==> config.mk <==
export PLATFORM = sky130hd
export DESIGN_NAME = mem_stage
export DESIGN_NICKNAME = d
export VERILOG_FILES = /design/src/rtl/mem_stage_pkg.sv /design/src/rtl/mem_load_ext.sv /design/src/rtl/mem_stage.sv
export SDC_FILE = /design/constraint.sdc
export NUM_CORES = 1
export LEC_CHECK = 0
export CELL_PAD_IN_SITES_DETAIL_PLACEMENT = 0
export CELL_PAD_IN_SITES_GLOBAL_PLACEMENT = 1
export CORE_MARGIN = 2
export CORE_UTILIZATION = 25
export CTS_CLUSTER_DIAMETER = 50
export CTS_CLUSTER_SIZE = 40
export DETAILED_ROUTE_END_ITERATION = 10
export GPL_TIMING_DRIVEN = 0
export MAX_ROUTING_LAYER = met4
export PLACE_DENSITY_LB_ADDON = 0.1
export SYNTH_ARGS = -nofsm -noshare
export SYNTH_HDL_FRONTEND = slang
export SYNTH_SLANG_ARGS = --single-unit
==> constraint.sdc <==
create_clock -name clk_in -period 4 [get_ports clk_in]
set_input_delay 0.8 -clock clk_in [delete_from_list [all_inputs] [get_ports clk_in]]
set_output_delay 0.8 -clock clk_in [all_outputs]
set_load 0.03 [all_outputs]
==> src/rtl/mem_stage_pkg.sv <==
// ============================================================================
// Module   : mem_stage_pkg
// Purpose  : Memory op codes, MEM-stage FSM states and op decode helpers.
// Revision : 1.0
// ============================================================================
`default_nettype none

package mem_stage_pkg;

    typedef enum logic [3:0] {
        MEM_NOP = 4'd0,
        LB      = 4'd1,
        LH      = 4'd2,
        LW      = 4'd3,
        LBU     = 4'd4,
        LHU     = 4'd5,
        SB      = 4'd6,
        SH      = 4'd7,
        SW      = 4'd8
    } mem_op_e;

    typedef enum logic [1:0] {
        IDLE   = 2'd0,
        ACCESS = 2'd1,
        DONE   = 2'd2
    } mem_state_e;

    // Access length in bytes; zero marks a non-memory (or unknown) op.
    function automatic logic [2:0] op_len(input logic [3:0] op);
        logic [2:0] len;
        case (op)
            LB, LBU, SB: len = 3'd1;
            LH, LHU, SH: len = 3'd2;
            LW, SW:      len = 3'd4;
            default:     len = 3'd0;
        endcase
        return len;
    endfunction

    function automatic logic op_is_store(input logic [3:0] op);
        return (op == SB) || (op == SH) || (op == SW);
    endfunction

endpackage

`default_nettype wire

==> src/rtl/mem_load_ext.sv <==
// ============================================================================
// Module   : mem_load_ext
// Purpose  : Sign/zero extension of an assembled load word by op code.
// Revision : 1.0
// ============================================================================
`default_nettype none

module mem_load_ext
    import mem_stage_pkg::*;
(
    input  logic [3:0]  op,
    input  logic [31:0] raw,
    output logic [31:0] ext
);

    always_comb begin
        ext = raw;
        case (op)
            LB:      ext = {{24{raw[7]}}, raw[7:0]};
            LBU:     ext = {24'd0, raw[7:0]};
            LH:      ext = {{16{raw[15]}}, raw[15:0]};
            LHU:     ext = {16'd0, raw[15:0]};
            default: ext = raw;
        endcase
    end

endmodule

`default_nettype wire

==> src/rtl/mem_stage.sv <==
// ============================================================================
// Module   : mem_stage
// Purpose  : RV32I MEM stage; byte-serial loads/stores with pipeline stall.
// Revision : 1.0
// ============================================================================
`default_nettype none

module mem_stage
    import mem_stage_pkg::*;
#(
    parameter int ADDR_WIDTH = 32
)
(
    input  logic                  clk_in,
    input  logic                  rst_in,
    input  logic                  rdy_in,
    input  logic                  ex_we,
    input  logic [31:0]           ex_w_addr,
    input  logic [31:0]           ex_w_data,
    input  logic [3:0]            ex_mem_op,
    input  logic [31:0]           ex_mem_addr,
    input  logic [31:0]           ex_store_data,
    output logic                  mc_req,
    output logic                  mc_wr,
    output logic [ADDR_WIDTH-1:0] mc_addr,
    output logic [7:0]            mc_wdata,
    input  logic                  mc_ready,
    input  logic [7:0]            mc_rdata,
    output logic                  mem_we,
    output logic [31:0]           mem_w_addr,
    output logic [31:0]           mem_w_data,
    output logic                  mem_stall
);

    mem_state_e  r_state;
    mem_state_e  w_state_nxt;
    logic [2:0]  r_cnt;
    logic [2:0]  w_cnt_nxt;
    logic [31:0] r_asm;
    logic [31:0] w_asm_nxt;

    logic [2:0]  w_len;
    logic        w_is_mem;
    logic        w_is_store;
    logic [31:0] w_addr_sum;
    logic [7:0]  w_store_byte;
    logic [31:0] w_load_val;

    assign w_len        = op_len(ex_mem_op);
    assign w_is_mem     = (w_len != 3'd0);
    assign w_is_store   = op_is_store(ex_mem_op);
    assign w_addr_sum   = ex_mem_addr + {29'd0, r_cnt};
    assign w_store_byte = ex_store_data[{r_cnt[1:0], 3'b000} +: 8];

    mem_load_ext u_load_ext (
        .op  (ex_mem_op),
        .raw (r_asm),
        .ext (w_load_val)
    );

    // rdy_in low freezes everything, which also makes mc_ready invisible.
    always_ff @(posedge clk_in or negedge rst_in) begin
        if (!rst_in) begin
            r_state <= IDLE;
            r_cnt   <= 3'd0;
            r_asm   <= 32'd0;
        end else if (rdy_in) begin
            r_state <= w_state_nxt;
            r_cnt   <= w_cnt_nxt;
            r_asm   <= w_asm_nxt;
        end
    end

    always_comb begin
        w_state_nxt = r_state;
        w_cnt_nxt   = r_cnt;
        w_asm_nxt   = r_asm;
        mc_req      = 1'b0;
        mc_wr       = 1'b0;
        mc_addr     = '0;
        mc_wdata    = 8'd0;
        mem_we      = 1'b0;
        mem_w_addr  = 32'd0;
        mem_w_data  = 32'd0;
        mem_stall   = 1'b0;

        case (r_state)
            IDLE: begin
                if (w_is_mem) begin
                    mem_stall   = 1'b1;
                    w_state_nxt = ACCESS;
                    w_cnt_nxt   = 3'd0;
                    w_asm_nxt   = 32'd0;
                end else begin
                    mem_we     = ex_we;
                    mem_w_addr = ex_w_addr;
                    mem_w_data = ex_w_data;
                end
            end
            ACCESS: begin
                mc_req    = 1'b1;
                mc_wr     = w_is_store;
                mc_addr   = w_addr_sum[ADDR_WIDTH-1:0];
                mc_wdata  = w_store_byte;
                mem_stall = 1'b1;
                if (mc_ready) begin
                    if (!w_is_store) begin
                        w_asm_nxt[{r_cnt[1:0], 3'b000} +: 8] = mc_rdata;
                    end
                    w_cnt_nxt = r_cnt + 3'd1;
                    if ((r_cnt + 3'd1) == w_len) begin
                        w_state_nxt = DONE;
                    end
                end
            end
            DONE: begin
                if (!w_is_store) begin
                    mem_we     = ex_we;
                    mem_w_addr = ex_w_addr;
                    mem_w_data = w_load_val;
                end
                w_state_nxt = IDLE;
            end
            default: begin
                w_state_nxt = IDLE;
            end
        endcase

        // Outputs are forced quiet for as long as reset is held.
        if (!rst_in) begin
            mc_req     = 1'b0;
            mc_wr      = 1'b0;
            mc_addr    = '0;
            mc_wdata   = 8'd0;
            mem_we     = 1'b0;
            mem_w_addr = 32'd0;
            mem_w_data = 32'd0;
            mem_stall  = 1'b0;
        end
    end

endmodule

`default_nettype wire
# [After elaboration in Yosys (flattened, before gate mapping)]
# Memory sizes are Yosys's and may differ from the RTL's.
# Cells that the tools add are included.
[classes] n_reduce_logical=8 mux=36 shift=3 n_eq_ne=14 addsub=3
[ops] cell="$mux W32" n=11
[ops] cell="$pmux W32 S2" n=3
[ops] cell="$pmux W32 S4" n=1
[ops] cell="$add A32 B3 Y32" n=1
[ops] cell="$bwmux W32" n=1
[ops] cell="$shift A8 B7 Y32 const A" n=1
[ops] cell="$shiftx A32 B6 Y8" n=1
[ops] cell="$shiftx A8 B7 Y32" n=1
[ops] cell="$eq A4 B3 Y1 const B" n=4
[ops] cell="$mux W8" n=2
[ops] cell="$mux W1" n=9
[ops] cell="$ne A2 B2 Y1 const B" n=4
[ops] cell="$reduce_and A4 Y1" n=2
[ops] cell="$neg A5 Y7" n=1
[ops] cell="$mux W2" n=3
[ops] cell="$mux W3" n=2
[ops] cell="$pmux W3 S2" n=1
[ops] cell="$reduce_and A5 Y1" n=1
[ops] cell="$eq A4 B1 Y1 const B" n=1
[ops] cell="$eq A4 B2 Y1 const B" n=1
[ops] cell="$eq A4 B4 Y1 const B" n=1
[ops] cell="$pmux W1 S2" n=2
[ops] cell="$pmux W2 S2" n=1
[ops] cell="$add A3 B1 Y3 const B" n=1
[ops] cell="7 further kinds" n=8
[totals] out_inout_bits=108 mem_count=1 ff_bits=37 inputBits=145 romBits=48 elab_cells=68
[mem_list] name="(name not given)" words=16 width=3 read_ports=1 rd_clocked_by_memory_dff=0 write_ports=0 line="mem_stage_pkg.sv:31" rtl="case (op)"

# [Longest topological paths before layout]
[logic_depth] depth_word=6 mapped_depth=9 mapped_depth_nobuf=8

# [Modules after synthesis]
# A second synthesis with hierarchy kept.
[unflattened] hier_cells=521 hier_area_um2=4060.1
[by_module_without_submodules] module="mem_stage" cells_per_inst=476 instances=1 seq_area_each_um2=925.9 area_per_inst_um2=3726.1
[by_module_without_submodules] module="mem_load_ext" cells_per_inst=45 instances=1 seq_area_each_um2=0.0 area_per_inst_um2=334.1

# [Worst setup path before layout]
# No wires, ideal clock.
[synth_path] path_type="input port to output port" startpoint="input port ex_mem_op[2]" endpoint="output port mem_w_data[21]" path_buffers=2 path_stages=7 setup_slack_ns=0.424 t_required_ns=3.200 t_arrival_ns=2.776 cell_sequence="buf_2 > nor4b_1 > a31oi_2 > nand3b_2 > a211o_1 > clkbuf_1 > o21ai_0"
[synth_between] elab_chain_cells=6 elab_cells_between_ends=16 classes_between="eq/ne: 7; mux: 5; reduce/logical: 3; memory: 1"
[synth_lines] element="start, declared" line="mem_stage.sv:20" rtl="input logic [3:0] ex_mem_op,"
[synth_lines] element="parallel branches: the longest is 4 deep, another holds $mem_v2 Z16 W3"
[synth_lines] element="$pmux W32 S2 (*)" line="mem_stage.sv:87" rtl="case (r_state)"
[synth_lines] element="$mux W32 (*)" line="mem_stage.sv:130" rtl="if (!rst_in) begin"
[synth_lines] element="end, declared" line="mem_stage.sv:31" rtl="output logic [31:0] mem_w_data,"
# Mark *: on every way between the ends.

# [Worst setup path in the final report]
[layout_path] startpoint="input port ex_mem_op[1]" endpoint="output port mem_we"
[layout_between] elab_chain_cells=6 elab_cells_between_ends=11 classes_between="eq/ne: 3; mux: 4; reduce/logical: 3; memory: 1"
[layout_lines] element="parallel branches: the longest is 4 deep, another holds $mem_v2 Z16 W3"
[layout_lines] element="$pmux W1 S2 (*)" line="mem_stage.sv:87"
[layout_lines] element="$mux W1 (*)" line="mem_stage.sv:130"
[layout_lines] element="end, declared" line="mem_stage.sv:29" rtl="output logic mem_we,"
# Marks and branches as above.

==> flow_summary_export.csv <==
group,metric,value,unit
cts,clk_latency,0.28,ns
synthesis,yosys_most_used_dff,"dfrtp_1",
layout,syn_to_final_growth,75.25,%
worst_hold_path,min_path_type,"input pin to asynchronous set/reset pin",
power,netSwitchingPower,1165,uW
run,drv_cap,0,
global_route,antenna_found_initial,1,
synthesis,yosys_warnings,0,
die,core.rowCount,45,
power,combPwrFrac,63.3,%
power,p_leak,0.003165,uW
timing,slew_headroom,49.38,%
timing,fmax,0.2562,GHz
die,die_w,129.3,um
critical_path,path_buf_inv,4,
layout,layout_commonest_cell,"clkdlybuf4s50_1",
detailed_routing,wl_per_cell,16.17,um
layout,n_fill_cell,1548,
cts,numCtsBuffers,5,
synthesis,syn_inst,511,
placement,numPortBuffers,252,
timing,drv_slew,0,
layout,layout.nets,933,
power,power.total,2626,uW
detailed_routing,ant_nets,0,
critical_path,crit_family,"buffers and inverters",
die,die_area,0.01673,mm^2
global_route,grt_pass1_vias,4414,
synthesis,synth_cell_type_count,54,
detailed_routing,first_pass_iters,4,
synthesis,synth.largest_area_cell,"dfrtp_1",
cts,hold_buffers,0,
detailed_routing,drc,0,
synthesis,netlist_area,0.003928,mm^2
cts,clock_sinks,37,
timing,period_needed,3.903,ns
synthesis,ys_async_sr_fraction,100.0,%
global_route,grt_usage,18.63,%
synthesis,ys_ff_latch,37,
timing,period_share,97.58,%
critical_path,slowest_stage,"or4_4",
global_route,overflow,0,
critical_path,critPathArrivalTime,3.10,ns
cts,clk_pin_slew,0.06,ns
detailed_routing,vias,4574,
critical_path,startpoint_type,"input pin",
synthesis,synth-edff-count,0,
layout,ff_latch_area,925.9,um^2
power,seqPwrFrac,19.5,%
layout,multiInputGateArea,0.002855,mm^2
placement,routabilityCongestion,0.8630,
critical_path,worstSetupPathType,"input pin to output pin",
timing,finalHoldViolCount,0,
die,die_y,129.3,um
critical_path,slowest_delay,0.57,ns
cts,cts_tree,"built",
cts,cts_buffer_depth,2,
global_route,grt_first_pass_wirelength,23800,um
power,vdd_drop_max,0.0001902,V
critical_path,worstSetupEndpointType,"output pin",
timing,finClkSkew,0.007520,ns
critical_path,crit_chain,"clkdlybuf4s50_1 -> or4_4 -> a211oi_4 -> buf_4 -> inv_2 -> a21oi_4 -> and2_1 -> clkdlybuf4s15_1",
timing,hold_ws,0.4793,ns
detailed_routing,via_per_inst,4.611,
power,p_sw_share,44.38,%
timing,worst_pin_slew,0.7593,ns
synthesis,synth_top_area_share,23.57,%
timing,rsz0062_at_grt,"yes",
cts,cts-root-buf,"clkbuf_16",
detailed_routing,wl,16040,um
power,p_per_area,381.5,mW/mm^2
synthesis,synthTopCellsByArea,"dfrtp_1 24%, mux2i_1 8.4%, nor2_1 6.4%, nand2_1 6.2%, and2_1 5.6%",
detailed_routing,first_iter_violations,111,
critical_path,path_max_fanout,6,
synthesis,synth_nets,665,
status,status,"finished clean",
die,core,0.01526,mm^2
timing,finalSetupViolations,0,
die,start_util,25.74,%
power,clockPowerShare,17.1,%
placement,hpwl,12890,um
synthesis,syn_avg_cell_area,7.686,um^2
cts,htree_levels,2,
layout,drive_gt1_share,16.54,%
layout,final_cell_mix,"158 x clkdlybuf4s50_1, 67 x nor2_1, 65 x nand2_1",
global_route,grt_start_max_net_pins,41,
power,p_int,1460,uW
die,io_pins,253,
synthesis,yosysSeqAreaShare,23.57,%
critical_path,required,3.20,ns
-- per-stage QoR --
stage / utilization [%] / std cells / setup WS [ns] / cell area (um^2) / setup TNS (ns)
after floorplan: - / 511 / 0.4241 / 3928 / 0
after global placement: 44.00 / 974 / -1.362 / 6714 / -107.43
after detailed placement: 44.10 / 975 / -0.7964 / 6729 / -45.21
after CTS: 46.13 / 989 / -0.05012 / 7038 / -0.1935
after global routing: 45.11 / 992 / -0.02847 / 6883 / -0.1059
final: 45.11 / 992 / 0.09672 / 6883 / 0
-- layout make-up --
| class | instances | area share (%) |
|---|---|---|
| Multi-Input combinational cell | 399 | 41.48 |
| Buffer | 28 | 2.254 |
| Antenna cell | 1 | 0.03636 |
| Inverter | 46 | 2.509 |
| Clock inverter | 2 | 0.5635 |
| Clock buffer | 6 | 1.872 |
| Timing Repair Buffer | 262 | 33.99 |
| Sequential cell | 37 | 13.45 |
| Tap cell | 211 | 3.836 |
-- power groups by stage --
stage               clock, uW  sequential [uW]  combinational, uW
floorplan                   0              497               1060
global placement            0              517               1650
detailed placement          0              521               1670
CTS                       461              514               1670
global route              472              525               1810
finish                    450              513               1660
-- timing repair --
| item | CTS | global route |
|---|---|---|
| gates resized for setup | 209 | 108 |
| pin swaps | 2 | 5 |
| endpoints found under the setup margin | 87 | 67 |
| endpoints found under the hold margin | 0 | 0 |
| buffers inserted | 6 | 3 |
-- state kept, by name, summed over array words and instances, names as in the netlist --
name	cells
r_asm	32
r_state	2
r_cnt	3
-- metal layers --
| metal | vias up | wire, um | track usage (%) |
|---|---|---|---|
| li1 | 2272 | - | - |
| met1 | 2119 | 6542 | 21.74 |
| met2 | 158 | 8211 | 33.37 |
| met3 | 25 | 1008 | 2.890 |
| met4 | 0 | 277 | 4.731 |
| met5 | - | 0 | - |
-- final timing paths --
| kind | slack (ns) | startpoint | depth (start not counted) | end |
|---|---|---|---|---|
| min in group clk_in | 0.52 | r_asm[17]$_DFFE_PN0P_ | 2 | r_asm[17]$_DFFE_PN0P_ |
| min reg2reg | 0.52 | r_asm[17]$_DFFE_PN0P_ | 2 | r_asm[17]$_DFFE_PN0P_ |
| max | 0.1 | ex_mem_op[1] | 8 | mem_we |
| max in group asynchronous | 3.31 | rst_in | 2 | r_asm[1]$_DFFE_PN0P_ |
| max reg2reg | 1.36 | r_cnt[1]$_DFFE_PN0P_ | 9 | r_state[0]$_DFFE_PN0P_ |
| min | 0.48 | rst_in | 2 | r_asm[22]$_DFFE_PN0P_ |
-- logic make-up (layout without fill, tap and decap cells) --
kind of cell	Yosys count	in the layout	synth area share, %
adder cells (fa/ha/maj)	9	9	3.058
multiplexers	42	42	13.28
AND/OR/NAND/NOR	243	243	31.38
XOR/XNOR	29	29	6.467
other	0	1	0
AO/OA/AOI/OAI	76	76	13.99
buffers and inverters	75	344	8.251
flip-flops	37	37	23.57
-- synth_stat cells (2+ instances only) --
master     instances
ha_1               8
nor2_1            67
and3_1            19
o21a_1             2
nand2b_1           5
mux2i_1           33
a21o_1             3
and2_1            35
buf_2              4
a22oi_1            8
nor4_1             9
and3b_1            2
a21oi_1           15
and4_1             5
buf_4              2
a211oi_1           2
a31oi_1            2
nor4b_1            2
nand4_1            9
buf_1              6
xnor2_1           17
o21ai_1            2
nor3b_1            5
clkbuf_1          13
xor2_1            12
o21ai_4            3
dfrtp_1           37
a2bb2oi_1          8
nor2b_1            4
nand2_1           65
o21ai_0           20
nand3_1            9
mux4_2             8
inv_1             45
buf_6              4
a31o_2             2
nor3_1             2
Note: power is estimated with default switching activity, not from simulation.
